File: config.mk
export PLATFORM = sky130hd
export DESIGN_NAME = cpu_boot_loader_flat
export DESIGN_NICKNAME = d
export VERILOG_FILES = /design/src/rtl/cpu_boot_loader_if.sv /design/src/rtl/cpu_boot_loader.sv /design/src/flat_wrapper.sv
export SDC_FILE = /design/constraint.sdc
export NUM_CORES = 1
export LEC_CHECK = 0
export ABC_AREA = 1
export BUFFER_PORTS_ARGS = -buffer_cell sky130_fd_sc_hd__buf_4
export CAP_MARGIN = 20
export CORE_MARGIN = 2
export CORE_UTILIZATION = 40
export CTS_BUF_LIST = sky130_fd_sc_hd__clkbuf_8
export CTS_CLUSTER_DIAMETER = 150
export DETAILED_ROUTE_END_ITERATION = 8
export PLACE_DENSITY = 0.74
export REMOVE_ABC_BUFFERS = 1
export SYNTH_ARGS = -nofsm -noshare
export SYNTH_HDL_FRONTEND = slang
export SYNTH_SLANG_ARGS = --single-unit
File: constraint.sdc
create_clock -name clk -period 1.4 [get_ports clk]
set_clock_uncertainty 0.05 [all_clocks]
set_input_delay 0.07 -clock clk [delete_from_list [all_inputs] [get_ports clk]]
set_output_delay 0.07 -clock clk [all_outputs]
set_load 0.03 [all_outputs]
File: src/rtl/cpu_boot_loader_if.sv
// ---------------------------------------------------------------------------
// cpu_boot_loader_if
//   Word stream from the host/UART front-end into the boot loader.
//
//   Handshake: a word transfers on the rising clock edge where in_valid and
//   in_ready are both 1. The master holds in_data stable while in_valid is
//   high and the word has not yet transferred. in_ready does not depend on
//   in_valid.
//
//   Signals
//     in_valid  master -> slave  word on in_data is valid
//     in_ready  slave  -> master slave can accept a word this cycle
//     in_data   master -> slave  stream word (header, payload or checksum)
// ---------------------------------------------------------------------------
interface cpu_boot_loader_if #(
  parameter int DATA_W = 32
) ();
  logic              in_valid;
  logic              in_ready;
  logic [DATA_W-1:0] in_data;

  modport master (output in_valid, output in_data, input in_ready);
  modport slave  (input in_valid, input in_data, output in_ready);
endinterface

File: src/rtl/cpu_boot_loader.sv
// ---------------------------------------------------------------------------
// cpu_boot_loader
//   Loads program/data images into the CPU before it runs. Consumes a word
//   stream of headers and payload, drives the CPU load port and holds the CPU
//   in reset until a GO header releases it.
//
//   Optional feature macro: LOADER_CHECKSUM_EN
//     defined   -> each payload block is followed by one checksum word (sum of
//                  the payload words mod 2^DATA_W); a mismatch sets err.
//     undefined -> the last payload word returns straight to header decode.
//
//   Header word: [31:30] target (00 IMEM, 01 DMEM, 10 reserved, 11 GO)
//                [CNT_W+15:16] payload word count, [ADDR_W-1:0] start address
//
//   Ports
//     clk, rst           clock, synchronous active-high reset
//     s_in               stream slave (in_valid/in_ready/in_data)
//     cpu_rst            1 = CPU held in reset
//     address            CPU load-port address
//     inst_data          CPU load-port write data
//     write_instruction  one-cycle instruction-memory write strobe
//     write_data         one-cycle data-memory write strobe
//     busy               1 while loading payload or checksum
//     err                sticky error, cleared only by rst
//     state_dbg          current FSM state (S_RST=0 HDR=1 LOAD=2 CHK=3 RUN=4)
// ---------------------------------------------------------------------------
module cpu_boot_loader #(
  parameter int ADDR_W = 10,
  parameter int DATA_W = 32,
  parameter int CNT_W  = 10
) (
  input  logic                clk,
  input  logic                rst,
  cpu_boot_loader_if.slave    s_in,
  output logic                cpu_rst,
  output logic [ADDR_W-1:0]   address,
  output logic [DATA_W-1:0]   inst_data,
  output logic                write_instruction,
  output logic                write_data,
  output logic                busy,
  output logic                err,
  output logic [2:0]          state_dbg
);

  typedef enum logic [2:0] {
    S_RST  = 3'd0,  // one cycle after reset release, stream not yet accepted
    S_HDR  = 3'd1,
    S_LOAD = 3'd2,
    S_CHK  = 3'd3,
    S_RUN  = 3'd4
  } state_t;

  state_t state, state_nxt;

  logic              accept;
  logic [1:0]        hdr_tgt;
  logic [CNT_W-1:0]  hdr_cnt;
  logic [ADDR_W-1:0] hdr_addr;
  logic              tgt_dmem;
  logic [CNT_W-1:0]  cnt;
  logic [ADDR_W-1:0] cur;
  logic              last_word;

  assign accept    = s_in.in_valid & s_in.in_ready;
  assign hdr_tgt   = s_in.in_data[DATA_W-1:DATA_W-2];
  assign hdr_cnt   = s_in.in_data[CNT_W+15:16];
  assign hdr_addr  = s_in.in_data[ADDR_W-1:0];
  assign last_word = (cnt == CNT_W'(1));

  // State register
  always_ff @(posedge clk) begin
    if (rst) state <= S_RST;
    else     state <= state_nxt;
  end

  // Next-state logic
  always_comb begin
    state_nxt = state;
    case (state)
      S_RST: state_nxt = S_HDR;
      S_HDR: begin
        if (accept) begin
          case (hdr_tgt)
            2'b00, 2'b01: if (hdr_cnt != '0) state_nxt = S_LOAD;
            2'b11:        if (!err) state_nxt = S_RUN;
            default:      state_nxt = S_HDR;
          endcase
        end
      end
      S_LOAD: begin
        if (accept && last_word) begin
`ifdef LOADER_CHECKSUM_EN
          state_nxt = S_CHK;
`else
          state_nxt = S_HDR;
`endif
        end
      end
      S_CHK:   if (accept) state_nxt = S_HDR;
      S_RUN:   state_nxt = S_RUN;
      default: state_nxt = S_HDR;
    endcase
  end

  // Output logic (state-decoded)
  always_comb begin
    s_in.in_ready = 1'b0;
    busy          = 1'b0;
    cpu_rst       = 1'b1;
    state_dbg     = state;
    case (state)
      S_HDR:   s_in.in_ready = 1'b1;
      S_LOAD,
      S_CHK: begin
        s_in.in_ready = 1'b1;
        busy          = 1'b1;
      end
      S_RUN:   cpu_rst = 1'b0;
      default: ;
    endcase
  end

`ifdef LOADER_CHECKSUM_EN
  logic [DATA_W-1:0] sum;
`endif

  // Datapath: header latch, load port and error flag.
  // Strobes are pulsed for exactly the cycle after each accepted payload word;
  // address/inst_data keep the last written value in between.
  always_ff @(posedge clk) begin
    if (rst) begin
      tgt_dmem          <= 1'b0;
      cnt               <= '0;
      cur               <= '0;
      err               <= 1'b0;
      address           <= '0;
      inst_data         <= '0;
      write_instruction <= 1'b0;
      write_data        <= 1'b0;
`ifdef LOADER_CHECKSUM_EN
      sum               <= '0;
`endif
    end else begin
      write_instruction <= 1'b0;
      write_data        <= 1'b0;
      if (accept) begin
        case (state)
          S_HDR: begin
            if (hdr_tgt == 2'b10) begin
              err <= 1'b1;
            end else if (!hdr_tgt[1]) begin
              tgt_dmem <= hdr_tgt[0];
              cnt      <= hdr_cnt;
              cur      <= hdr_addr;
`ifdef LOADER_CHECKSUM_EN
              sum      <= '0;
`endif
            end
          end
          S_LOAD: begin
            address           <= cur;
            inst_data         <= s_in.in_data;
            write_instruction <= ~tgt_dmem;
            write_data        <= tgt_dmem;
            cur               <= cur + ADDR_W'(1);  // wraps modulo 2^ADDR_W
            cnt               <= cnt - CNT_W'(1);
`ifdef LOADER_CHECKSUM_EN
            sum               <= sum + s_in.in_data;
`endif
          end
`ifdef LOADER_CHECKSUM_EN
          S_CHK: if (s_in.in_data != sum) err <= 1'b1;
`endif
          default: ;
        endcase
      end
    end
  end

endmodule

File: src/flat_wrapper.sv
// flat-port wrapper written by rule: the top's interface ports become plain ports
module cpu_boot_loader_flat 
#(
  parameter int ADDR_W = 10,
  parameter int DATA_W = 32,
  parameter int CNT_W  = 10
)
  (clk, rst, cpu_rst, address, inst_data, write_instruction, write_data, busy, err, state_dbg, s_in_in_valid, s_in_in_data, s_in_in_ready);
  cpu_boot_loader_if #(.DATA_W(DATA_W)) s_in_i ();
  input  logic clk;
  input  logic rst;
  output logic cpu_rst;
  output logic [ADDR_W-1:0] address;
  output logic [DATA_W-1:0] inst_data;
  output logic write_instruction;
  output logic write_data;
  output logic busy;
  output logic err;
  output logic [2:0] state_dbg;
  input wire logic [$bits(s_in_i.in_valid)-1:0] s_in_in_valid;
  input wire logic [$bits(s_in_i.in_data)-1:0] s_in_in_data;
  output wire logic [$bits(s_in_i.in_ready)-1:0] s_in_in_ready;
  assign s_in_i.in_valid = s_in_in_valid;
  assign s_in_i.in_data = s_in_in_data;
  assign s_in_in_ready = s_in_i.in_ready;
  cpu_boot_loader #(.ADDR_W(ADDR_W), .DATA_W(DATA_W), .CNT_W(CNT_W)) u_core (.clk(clk), .rst(rst), .s_in(s_in_i), .cpu_rst(cpu_rst), .address(address), .inst_data(inst_data), .write_instruction(write_instruction), .write_data(write_data), .busy(busy), .err(err), .state_dbg(state_dbg));
endmodule
==> qor.log, run 1 <==
INFO  critical_path  crit_required=1.64ns
INFO  floorplan      die_w=93.84µm
INFO  placement      placed_cells=674
INFO  clocking       clock-sinks=69
INFO  placement      pre_cts_slack=-0.1804ns
INFO  critical_path  worstPathCellList=inv_4, nor2_4, nand2_4, nor2_4, buf_12, clkbuf_16, o21ai_1, nor2_1
INFO  timing         fin_crit_sh=105.2%
INFO  placement      gp_congestion=0.8933
INFO  timing         report.final.hold_viol_count=0
INFO  timing         worst_slew_pin_slew=0.4066ns
INFO  finish         antennaDiodeCount=0
INFO  timing         post-route-worst-setup-slack=-0.07350ns
INFO  critical_path  worst_r2r_path_depth=8
INFO  power_and_ir_drop int_power=4.319mW
INFO  synth          synth_seq_cells=69
INFO  critical_path  cp_data_arrival_time=1.71ns
INFO  power_and_ir_drop sequentialPowerShare=34.3%
INFO  finish         syn2layout_area_growth=62.05%
INFO  power_and_ir_drop share_comb_of_total_power=46.5%
INFO  route          vias_per_cell=5.216
INFO  critical_path  max_stage_delay=0.36ns
INFO  power_and_ir_drop total_switching_power=2.963mW
INFO  finish         final_core_util=67.35%
INFO  power_and_ir_drop clockPowerShare=19.2%
INFO  clocking       tritoncts=built
INFO  power_and_ir_drop total_leakage_power=2.427nW
INFO  grt            grt.total_usage=22.03%
INFO  critical_path  crit_path_end_kind=flop
INFO  critical_path  critical_path.startpoint=u_core.state_dbg[1]
INFO  critical_path  critPathMaxFanout=7
INFO  power_and_ir_drop p_sw_share=40.69%
INFO  timing         timing.final.max_slew_violations=0
INFO  synth          post_synth_instance_area=0.003228mm²
INFO  floorplan      core_area=0.007767mm²
INFO  route          routed_wirelength=11040µm
INFO  timing         grt_setup_unrepaired=true
INFO  grt            grt_max_degree=38
INFO  critical_path  endpoint=u_core.address[7]
INFO  clocking       clk_transition_reported_paths=0.07ns
INFO  finish         final_cell_count_no_fill=742
INFO  power_and_ir_drop finalPower=7.283mW
INFO  timing         timing.fmax=678.7MHz
INFO  critical_path  rrSetupSlack=-0.07ns
INFO  placement      portBuffers=85
INFO  run            number_of_violations_of_the_max_capacitance_limit=0
INFO  critical_path  startpoint_type=flop
INFO  synth          ys_seq_area_share=42.79%
INFO  floorplan      io_pins=86
INFO  critical_path  critical_path.reg2reg.startpoint=u_core.state_dbg[1]
INFO  min_path       min-delay-path-class=in -> reg
INFO  route          ant_nets=0
INFO  critical_path  crit_path_frequent_cell=nor2_4
INFO  synth          postSynthAreaPerCell=6.725µm²
INFO  route          drt_first_pass_iters=5
INFO  floorplan      floorplan.rows=32
INFO  grt            grt_remaining_overflow=0
INFO  floorplan      fp.dieArea=0.008805mm²
INFO  grt            grt_first_pass_wirelength=15640µm
INFO  finish         fillers=617
INFO  floorplan      die-height=93.84µm
INFO  clocking       ctsHtreeMaxLevel=3
INFO  power_and_ir_drop ir_drop=0.0007062V
INFO  floorplan      start_util=41.56%
INFO  timing         final.min_clock_period=1.473ns
INFO  clocking       tritoncts.num_buffers=9
INFO  critical_path  slowest_cell_on_the_critical_path=dfxtp_2
INFO  critical_path  crit_buf_inv=3
INFO  critical_path  r2r_end=u_core.address[7]
INFO  finish         fin_nets=673
INFO  clocking       clock_tree.buffer_depth=2
INFO  critical_path  critical-path-top-delay-family=simple AND/OR/NAND/NOR gates
INFO  clocking       worst_skew_pair.late_latency=0.35ns
INFO  min_path       timing.hold.worst.start=s_in_in_data[23]
INFO  synth          syn-instance-count=480
INFO  synth          netlist-cell-type-count=29
INFO  status         status=finished with violations
INFO  placement      place.detailed.hpwl=6265µm
INFO  critical_path  critical_path_depth=8
INFO  finish         final_layout_size_suffix_gt1_share=35.16%
INFO  clocking       cts_root_buffer=clkbuf_8
INFO  grt            grt_pass1_vias=3486
INFO  route          drc_errors=0
INFO  synth          synth-warning-count=0
INFO  route          route.vias.total=3870
INFO  power_and_ir_drop power_density=1392mW/mm²
INFO  grt            antenna_violations_before_repair=0
INFO  route          drtIter0Drc=270
INFO  route          detail_route.wl_per_cell=14.88µm
INFO  critical_path  timing.setup.critical_path_class=reg -> reg
INFO  timing         max-slew-margin-rel=72.80%
INFO  status         violations=setup timing
INFO  timing         finalSetupViolations=50
-- cell families after synthesis --
kind of cell               count (synthesis)  synth area share [%]
AOI/OAI and AO/OA                        117                 18.64
xor gates and xnor gates                   2                0.5427
adders and majority gates                  3                 1.163
DFF                                       69                 42.79
buffers and inverters                     75                 9.496
and+or+nand+nor                          214                 27.36
-- metal layers --
metal | global-route usage [%] | routed length [µm]
met1 | 27.08 | 4615
met2 | 36.90 | 5465
met3 | 5.136 | 729
met4 | 9.179 | 229
met5 | 0 | 0
-- worst min path at each step --
stage | to | slack, ns | cells past startpoint
after detailed placement | u_core.inst_data[14] | 0.25 | 3
after CTS | u_core.inst_data[23] | 0.01 | 3
after global routing | u_core.inst_data[23] | 0.04 | 3
after floorplan | u_core.cnt[3] | 0.09 | 1
final | u_core.inst_data[23] | 0.01 | 3
after global placement | u_core.inst_data[27] | 0.24 | 3
-- sequential cells by signal (all words and copies together) (netlist names) --
name / count
u_core.write_instruction: 1
u_core.tgt_dmem: 1
u_core.cnt: 10
u_core.inst_data: 32
u_core.state_dbg: 3
u_core.cur: 10
u_core.write_data: 1
u_core.err: 1
u_core.address: 10
-- through the flow --
stage	TNS, ns	cell area (µm²)	hold WS, ns
after global placement	-0.6963	4143	0.2421
after detailed placement	-1.926	4143	0.2531
after global routing	-6.110	5231	0.04194
final	-1.838	5231	0.01404
after floorplan	-51.04	3122	0.08907
after CTS	-0.04435	4652	0.01434
-- tightest hold or removal path, cell delays in order --
cell     delay [ns]
buf_4          0.08
inv_1          0.07
a21oi_1        0.14
-- area by class of cell --
cell class	count	area (µm²)	share of cell area, %
multi-input combinational	336	1829	34.97
timing repair buffer	165	1480	28.29
sequential	69	1395	26.67
inverter	53	224.0	4.281
tap	102	127.6	2.440
clock buffer	9	123.9	2.368
clock inverter	7	35.03	0.6697
timing repair inverter	1	16.27	0.3109
-- power groups by stage --
stage | Combinational, mW | Sequential [mW] | Clock [mW]
floorplan | 1.16 | 2.82 | 0
global placement | 2.50 | 2.46 | 0
detailed placement | 2.55 | 2.48 | 0
CTS | 2.67 | 2.44 | 1.42
global route | 3.65 | 2.53 | 1.49
finish | 3.38 | 2.50 | 1.40
-- layout by cell type (no fill, tap or decap), types with 3 or more instances in the layout --
| cell type | Yosys | final |
|---|---|---|
| a21oi_1 | 44 | 36 |
| a21oi_2 | 0 | 7 |
| buf_12 | 0 | 5 |
| buf_4 | 0 | 111 |
| buf_6 | 1 | 13 |
| clkbuf_16 | 0 | 3 |
| clkbuf_8 | 0 | 9 |
| clkinv_2 | 1 | 4 |
| dfxtp_1 | 69 | 62 |
| dfxtp_2 | 0 | 5 |
| dlygate4sd3_1 | 0 | 32 |
| inv_1 | 49 | 47 |
| inv_2 | 3 | 3 |
| inv_4 | 0 | 3 |
| nand2_1 | 83 | 75 |
| nand2_2 | 1 | 8 |
| nand3_1 | 21 | 16 |
| nand3_2 | 0 | 3 |
| nand4_1 | 5 | 5 |
| nor2_1 | 93 | 76 |
| nor2_2 | 1 | 13 |
| nor2_4 | 2 | 7 |
| nor3_1 | 6 | 3 |
| o21ai_0 | 64 | 33 |
| o21ai_1 | 2 | 22 |
| o21ai_2 | 1 | 9 |
| o21ai_4 | 0 | 3 |
-- timing repair --
| item | in CTS | in global routing |
|---|---|---|
| pin swaps | 2 | 41 |
| gates cloned | 0 | 7 |
| resized for setup | 16 | 126 |
| hold endpoints to repair | 44 | 0 |
| hold buffers | 32 | 0 |
| buffers inserted | 0 | 15 |
| setup endpoints to repair | 26 | 69 |
-- synthesized netlist by cell type --
cell,instances,area (µm²)
nand3_1,21,105.1
nand2_2,1,6.260
nand2_1,83,311.6
o21bai_1,2,15.01
clkinv_2,1,5.000
o21ai_2,1,8.760
nor2_4,2,22.52
buf_2,13,65.06
a21boi_0,1,7.510
nor2_2,1,6.260
o22ai_1,1,6.260
o21ai_0,64,320.3
nand2_4,1,11.26
inv_2,3,11.26
buf_6,1,11.26
xor2_1,1,8.760
o211ai_1,1,7.510
a31oi_1,1,6.260
dfxtp_1,69,1381
ha_1,3,37.54
nor3_1,6,30.03
nor2_1,93,349.1
nand4_1,5,31.28
a21oi_1,44,220.2
clkbuf_1,8,30.03
xnor2_1,1,8.760
inv_1,49,183.9
o21ai_1,2,10.01
nor3_2,1,10.01
Note: power is estimated with default switching activity, not from simulation.
==> run 2: changes to the inputs <==
--- a/config.mk
+++ b/config.mk
@@ -5,7 +5,6 @@
 export SDC_FILE = /design/constraint.sdc
 export NUM_CORES = 1
 export LEC_CHECK = 0
-export ABC_AREA = 1
 export BUFFER_PORTS_ARGS = -buffer_cell sky130_fd_sc_hd__buf_4
 export CAP_MARGIN = 20
 export CORE_MARGIN = 2
@@ -13,8 +12,9 @@
 export CTS_BUF_LIST = sky130_fd_sc_hd__clkbuf_8
 export CTS_CLUSTER_DIAMETER = 150
 export DETAILED_ROUTE_END_ITERATION = 8
-export PLACE_DENSITY = 0.74
+export PLACE_DENSITY_LB_ADDON = 0.25
 export REMOVE_ABC_BUFFERS = 1
 export SYNTH_ARGS = -nofsm -noshare
 export SYNTH_HDL_FRONTEND = slang
 export SYNTH_SLANG_ARGS = --single-unit
+export TNS_END_PERCENT = 20
==> run 2 against run 1 <==
- critical path type unchanged
- final area fell by 4.1%
- largest power group is now registers
- critical path depth decreased by 2
- sequential cell count is the same
- sequential power down 17%
- total power is 35% lower
- hold slack improved by 0.037 ns
- via count fell by 12%
- largest cell class unchanged
- the flow still finishes with violations (setup timing)
==> qor.log, run 2 <==
INFO  synth          netlist-cell-type-count=51
INFO  floorplan      core_area=0.007331mm²
INFO  finish         max_reg_flops=32
INFO  synth          synth-main-ff-cell=dfxtp_1
INFO  route          routed_met3_length=597µm
INFO  run            number_of_violations_of_the_max_capacitance_limit=0
INFO  power_and_ir_drop p_sw_share=26.87%
INFO  placement      portBuffers=85
INFO  placement      gp_congestion=0.8562
INFO  timing         post-route-worst-setup-slack=-0.1782ns
INFO  floorplan      floorplan.rows=31
INFO  synth          synth_largest_type_area_fraction=44.91%
INFO  grt            antenna_violations_before_repair=0
INFO  synth          post_synth_instance_area=0.003075mm²
INFO  clocking       worst_skew_pair.late_latency=0.35ns
INFO  route          drc_errors=0
INFO  critical_path  worst_r2r_path_depth=6
INFO  clocking       tritoncts.num_buffers=9
INFO  clocking       tritoncts=built
INFO  clocking       clock-sinks=69
INFO  synth          yosys.area.top_type=dfxtp_1
INFO  finish         final_cell_count_no_fill=657
INFO  finish         multiInputGateArea=0.001722mm²
INFO  synth          syn-instance-count=397
INFO  power_and_ir_drop int_power=3.478mW
INFO  floorplan      die_w=91.69µm
INFO  critical_path  startpoint_type=flop
INFO  route          maxUsedRoutingLayer=met4
INFO  min_path       timing.hold.worst_path_depth=4
INFO  timing         final.min_clock_period=1.578ns
INFO  critical_path  slowest_cell_on_the_critical_path=dfxtp_4
INFO  synth          synthTopCellsByCount=nand2_1, dfxtp_1, a21oi_1
INFO  route          dr_wl_met2=4854µm
INFO  synth          postSynthAreaPerCell=7.747µm²
INFO  timing         worst_slew_pin_slew=0.3994ns
INFO  power_and_ir_drop ir_drop=0.0004724V
INFO  timing         report.final.hold_viol_count=0
INFO  finish         fillers=619
INFO  synth          async_reset_ff_share=0%
INFO  floorplan      fp.dieArea=0.008406mm²
INFO  power_and_ir_drop sequentialPowerShare=43.8%
INFO  timing         timing.fmax=633.6MHz
INFO  timing         grt_setup_unrepaired=true
INFO  timing         timing.final.max_slew_violations=0
INFO  critical_path  max_stage_delay=0.36ns
INFO  route          ant_nets=0
INFO  floorplan      start_util=41.95%
INFO  power_and_ir_drop power_density=948.2mW/mm²
INFO  finish         largest-register=u_core.inst_data
INFO  clocking       cts_root_buffer=clkbuf_8
INFO  power_and_ir_drop total_switching_power=1.278mW
INFO  timing         fin_crit_sh=112.7%
INFO  timing         max-slew-margin-rel=73.03%
INFO  finish         syn2layout_area_growth=63.10%
INFO  critical_path  cp_data_arrival_time=1.81ns
INFO  power_and_ir_drop total_leakage_power=2.033nW
INFO  route          routed_wirelength=9716µm
INFO  clocking       clock_tree.buffer_depth=2
INFO  finish         mostFrequentLayoutCells=buf_4, nand2_1, dfxtp_1
INFO  finish         fin_nets=591
INFO  critical_path  timing.setup.critical_path_class=reg -> reg
INFO  min_path       min-delay-path-class=in -> reg
INFO  critical_path  crit_path_end_kind=flop
INFO  route          route.vias.total=3423
INFO  route          drt_first_pass_iters=4
INFO  synth          synth-warning-count=0
INFO  floorplan      io_pins=86
INFO  grt            grt_max_degree=45
INFO  route          detail_route.wl_per_cell=14.79µm
INFO  floorplan      die-height=91.69µm
INFO  synth          ys_seq_area_share=44.91%
INFO  route          wl_met1=4082µm
INFO  grt            grt_pass1_vias=3219
INFO  finish         final_layout_size_suffix_gt1_share=38.35%
INFO  route          vias_per_cell=5.210
INFO  synth          synth_seq_cells=69
INFO  clocking       clk_transition_reported_paths=0.08ns
INFO  route          drtIter0Drc=189
INFO  timing         finalSetupViolations=68
INFO  critical_path  critPathMaxFanout=17
INFO  grt            grt_remaining_overflow=0
INFO  finish         most_common_cell_after_layout_fill_and_taps_aside=buf_4
INFO  synth          synth-edff-count=0
INFO  power_and_ir_drop share_comb_of_total_power=20.4%
INFO  placement      placed_cells=602
INFO  grt            grt.total_usage=21.83%
INFO  clocking       ctsHtreeMaxLevel=3
INFO  power_and_ir_drop clockPowerShare=35.8%
INFO  critical_path  worstPathCellList=buf_6, nor3b_4, and2_4, clkbuf_16, nand2_1, a21oi_1
INFO  critical_path  crit_required=1.63ns
INFO  status         violations=setup timing
INFO  finish         antennaDiodeCount=0
INFO  synth          yosysMostFrequentCell=nand2_1
INFO  placement      place.detailed.hpwl=5928µm
INFO  status         status=finished with violations
INFO  synth          synthTopCellsByArea=dfxtp_1, nand2_1, a21oi_1
INFO  placement      pre_cts_slack=-0.2628ns
INFO  grt            grt_first_pass_wirelength=14950µm
INFO  finish         regArea=0.001389mm²
## run 2: per-stage QoR
stage | cell area (µm²) | hold WS, ns | TNS [ns] | utilization, % | total power, mW
floorplan | 2937 | 0.08907 | -73.81 | - | 2.467
global placement | 4126 | 0.2679 | -2.815 | 56.29 | 2.875
detailed placement | 4126 | 0.2789 | -5.049 | 56.29 | 2.886
CTS | 4706 | 0.03338 | -5.733 | 64.19 | 4.679
global route | 5016 | 0.06675 | -13.69 | 68.42 | 4.960
finish | 5016 | 0.05063 | -8.611 | 68.42 | 4.756
## run 2: final cells by class
| class | count | share of cell area [%] |
|---|---|---|
| clock buffers | 12 | 3.293 |
| clock inverters | 4 | 0.8980 |
| inverters | 11 | 0.8231 |
| multi-input cells | 286 | 34.32 |
| flip-flops and latches | 69 | 27.69 |
| well taps | 99 | 2.469 |
| repair buffers | 176 | 30.51 |
## run 2: repair_timing
item	4_1_cts	5_1_grt
hold buffers	29	0
pin swaps	5	16
hold endpoints to repair	39	0
endpoints found under the setup margin	68	71
setup buffers	2	5
resized for setup	20	51
gates cloned	0	4
## run 2: cell families after synthesis
| group | after synthesis | synth area share [%] |
|---|---|---|
| buffers and inverters | 42 | 5.858 |
| AO/OA/AOI/OAI | 112 | 21.89 |
| AND/OR/NAND/NOR | 169 | 25.47 |
| flip-flops | 69 | 44.91 |
| adder cells (fa/ha/maj) | 3 | 1.221 |
| multiplexers | 2 | 0.6510 |
## run 2: layer usage
layer  up-vias  GRT usage, %
li1       1694             -
met2       117         37.01
met3        15         3.287
met5         -             0
met4         0         9.470
met1      1597         27.46
## run 2: worst max-delay path: cells and delay by family (launching register included)
family                 cells  cell delay (ns)
buffers and inverters      2             0.33
and+or+nand+nor            3             0.64
AOI/OAI and AO/OA          1             0.12
DFF                        1             0.36
## run 2: power groups by stage
| stage | logic, mW | clock network, mW | registers (mW) |
|---|---|---|---|
| CTS | 0.861 | 1.74 | 2.07 |
| finish | 0.972 | 1.70 | 2.08 |
| detailed placement | 0.769 | 0 | 2.12 |
| global placement | 0.761 | 0 | 2.11 |
| floorplan | 0.289 | 0 | 2.18 |
| global route | 1.05 | 1.82 | 2.09 |
## run 2: worst paths after layout
path / from / endpoint / slack, ns
worst max-delay path: u_core.state_dbg[0] / u_core.address[3] / -0.18
worst min-delay path: s_in_in_data[18] / u_core.inst_data[18] / 0.05
worst max register to register: u_core.state_dbg[0] / u_core.address[3] / -0.18
worst min register to register: u_core.inst_data[27] / u_core.inst_data[27] / 0.41
==> run 3: changes to the inputs <==
--- a/config.mk
+++ b/config.mk
@@ -9,10 +9,10 @@
 export CAP_MARGIN = 20
 export CORE_MARGIN = 2
 export CORE_UTILIZATION = 40
-export CTS_BUF_LIST = sky130_fd_sc_hd__clkbuf_8
+export CTS_BUF_LIST = sky130_fd_sc_hd__clkbuf_4 sky130_fd_sc_hd__clkbuf_8
 export CTS_CLUSTER_DIAMETER = 150
 export DETAILED_ROUTE_END_ITERATION = 8
-export PLACE_DENSITY_LB_ADDON = 0.25
+export PLACE_DENSITY = 0.7
 export REMOVE_ABC_BUFFERS = 1
 export SYNTH_ARGS = -nofsm -noshare
 export SYNTH_HDL_FRONTEND = slang
==> run 3 against run 2 <==
- the flow still finishes with violations (setup timing)
- largest power group unchanged
- sequential cell count stayed put
- total power is 5.1% higher
- critical endpoint is now u_core.cnt[6]
- critical path depth is 1 higher
- maximum frequency is 2.0% lower
==> qor.log, run 3 (synthesis gave the netlist of run 2 again) <==
INFO  critical_path  critPathMaxFanout=7
INFO  critical_path  crit_required=1.61ns
INFO  grt            grt_pass1_vias=3121
INFO  placement      place.detailed.hpwl=5973µm
INFO  route          dr_wl_met2=4868µm
INFO  clocking       ctsHtreeMaxLevel=3
INFO  critical_path  crit_path_end_kind=flop
INFO  finish         final_layout_size_suffix_gt1_share=39.46%
INFO  min_path       min-delay-path-class=in -> reg
INFO  timing         post-route-worst-setup-slack=-0.2112ns
INFO  route          detail_route.wl_per_cell=15.14µm
INFO  route          drt_first_pass_iters=4
INFO  finish         antennaDiodeCount=0
INFO  clocking       clock_tree.buffer_depth=2
INFO  route          route.vias.total=3430
INFO  finish         mostFrequentLayoutCells=buf_4, nand2_1, dfxtp_1
INFO  finish         max_reg_flops=32
INFO  timing         final.min_clock_period=1.611ns
INFO  run            number_of_violations_of_the_max_capacitance_limit=0
INFO  power_and_ir_drop clockPowerShare=37.6%
INFO  power_and_ir_drop sequentialPowerShare=41.6%
INFO  route          maxUsedRoutingLayer=met4
INFO  power_and_ir_drop share_comb_of_total_power=20.8%
INFO  route          drtIter0Drc=227
INFO  grt            grt.total_usage=21.98%
INFO  clocking       tritoncts=built
INFO  status         violations=setup timing
INFO  floorplan      die-height=91.69µm
INFO  route          drc_errors=0
INFO  critical_path  cp_data_arrival_time=1.82ns
INFO  finish         fin_nets=593
INFO  placement      placed_cell_area=0.004124mm²
INFO  finish         largest-register=u_core.inst_data
INFO  clocking       clock-sinks=69
INFO  floorplan      core_area=0.007331mm²
INFO  power_and_ir_drop total_switching_power=1.344mW
INFO  floorplan      die_w=91.69µm
INFO  route          vias_per_cell=5.205
INFO  placement      gp_congestion=0.8586
INFO  finish         final_design_area_no_fill=0.005171mm²
INFO  grt            antenna_violations_before_repair=0
INFO  power_and_ir_drop p_sw_share=26.88%
INFO  finish         syn2layout_area_growth=68.14%
INFO  power_and_ir_drop power_density=966.7mW/mm²
INFO  timing         max-slew-margin-rel=73.40%
INFO  placement      portBuffers=85
INFO  critical_path  timing.setup.critical_path_class=reg -> reg
INFO  finish         final_cell_count_no_fill=659
INFO  critical_path  startpoint_type=flop
INFO  timing         report.final.hold_viol_count=0
INFO  power_and_ir_drop ir_drop=0.001091V
INFO  timing         fin_crit_sh=115.1%
INFO  route          ant_nets=0
INFO  clocking       cts_root_buffer=clkbuf_8
INFO  clocking       worst_skew_pair.late_latency=0.34ns
INFO  timing         whs=0.02489ns
INFO  status         status=finished with violations
INFO  power_and_ir_drop int_power=3.655mW
INFO  floorplan      floorplan.rows=31
INFO  finish         most_common_cell_after_layout_fill_and_taps_aside=buf_4
INFO  route          wl_met1=4323µm
INFO  floorplan      fp.dieArea=0.008406mm²
INFO  finish         final_core_util=70.54%
INFO  route          routed_met3_length=652µm
INFO  placement      placed_cells=600
INFO  timing         finalSetupViolations=70
INFO  clocking       tritoncts.num_buffers=9
INFO  route          routed_wirelength=9979µm
INFO  timing         worst_slew_pin_slew=0.3939ns
INFO  clocking       clk_transition_reported_paths=0.07ns
INFO  grt            grt_first_pass_wirelength=15050µm
INFO  timing         grt_setup_unrepaired=true
INFO  timing         timing.fmax=620.6MHz
INFO  grt            grt_remaining_overflow=0
INFO  grt            grt_max_degree=29
INFO  floorplan      io_pins=86
INFO  floorplan      start_util=41.95%
INFO  power_and_ir_drop total_leakage_power=2.046nW
INFO  timing         timing.final.max_slew_violations=0
[run 3: changes by cell type in the layout (fill, tap and decap cells not counted), moves of 3 or more]
cell	delta
buf_4	-11
nand2_1	+7
nand2_4	-5
dfxtp_2	+3
buf_6	+8
[run 3: worst paths after layout]
kind	startpoint	to	slack, ns	cells after the start
worst max-delay path	u_core.state_dbg[2]	u_core.cnt[6]	-0.21	7
worst min-delay path	s_in_in_data[19]	u_core.cnt[3]	0.02	3
worst max register to register	u_core.state_dbg[2]	u_core.cnt[6]	-0.21	7
worst min register to register	u_core.inst_data[22]	u_core.inst_data[22]	0.41	2
[run 3: worst max-delay path: stages, from the launching register on]
cell and delay (ns):
dfxtp_2 0.34, buf_8 0.13, nor3b_4 0.27, buf_6 0.15, buf_6 0.11, nor2_1 0.04, a31o_2 0.21, a221oi_2 0.22
[run 3: area by class of cell]
cell class	instances	area, µm²
fill	550	2160
timing repair buffer	178	1615
clock buffer	11	151.4
sequential	69	1389
tap	99	123.9
multi-input combinational	286	1769
inverter	11	41.29
clock inverter	5	81.33
[run 3: repair_timing]
action | in CTS | in global routing
cloned | 2 | 3
endpoints found under the hold margin | 40 | 2
gates resized for setup | 29 | 60
pin swaps | 8 | 25
hold buffers | 29 | 1
setup buffers | 4 | 4
endpoints found under the setup margin | 70 | 72
[run 3: power groups by stage]
stage | clock [mW] | combinational [mW] | sequential [mW]
5_1_grt | 2.02 | 1.10 | 2.09
6_report | 1.88 | 1.04 | 2.08
3_5_place_dp | 0 | 0.778 | 2.11
3_3_place_gp | 0 | 0.762 | 2.11
2_1_floorplan | 0 | 0.289 | 2.18
4_1_cts | 1.91 | 0.899 | 2.07
[run 3: stage by stage]
| step | setup TNS, ns | setup WS (ns) | power, mW |
|---|---|---|---|
| finish | -10.57 | -0.2112 | 4.999 |
| global route | -14.59 | -0.2672 | 5.213 |
| CTS | -6.462 | -0.1526 | 4.883 |
| detailed placement | -12.25 | -0.3195 | 2.893 |
| global placement | -10.63 | -0.2367 | 2.875 |
| floorplan | -73.81 | -1.374 | 2.467 |
[run 3: metal layers]
| layer | vias to the layer above | global-route usage [%] |
|---|---|---|
| met5 | - | 0 |
| met1 | 1588 | 29.13 |
| met2 | 135 | 36.21 |
| met3 | 10 | 4.766 |
| li1 | 1697 | - |
| met4 | 0 | 5.808 |
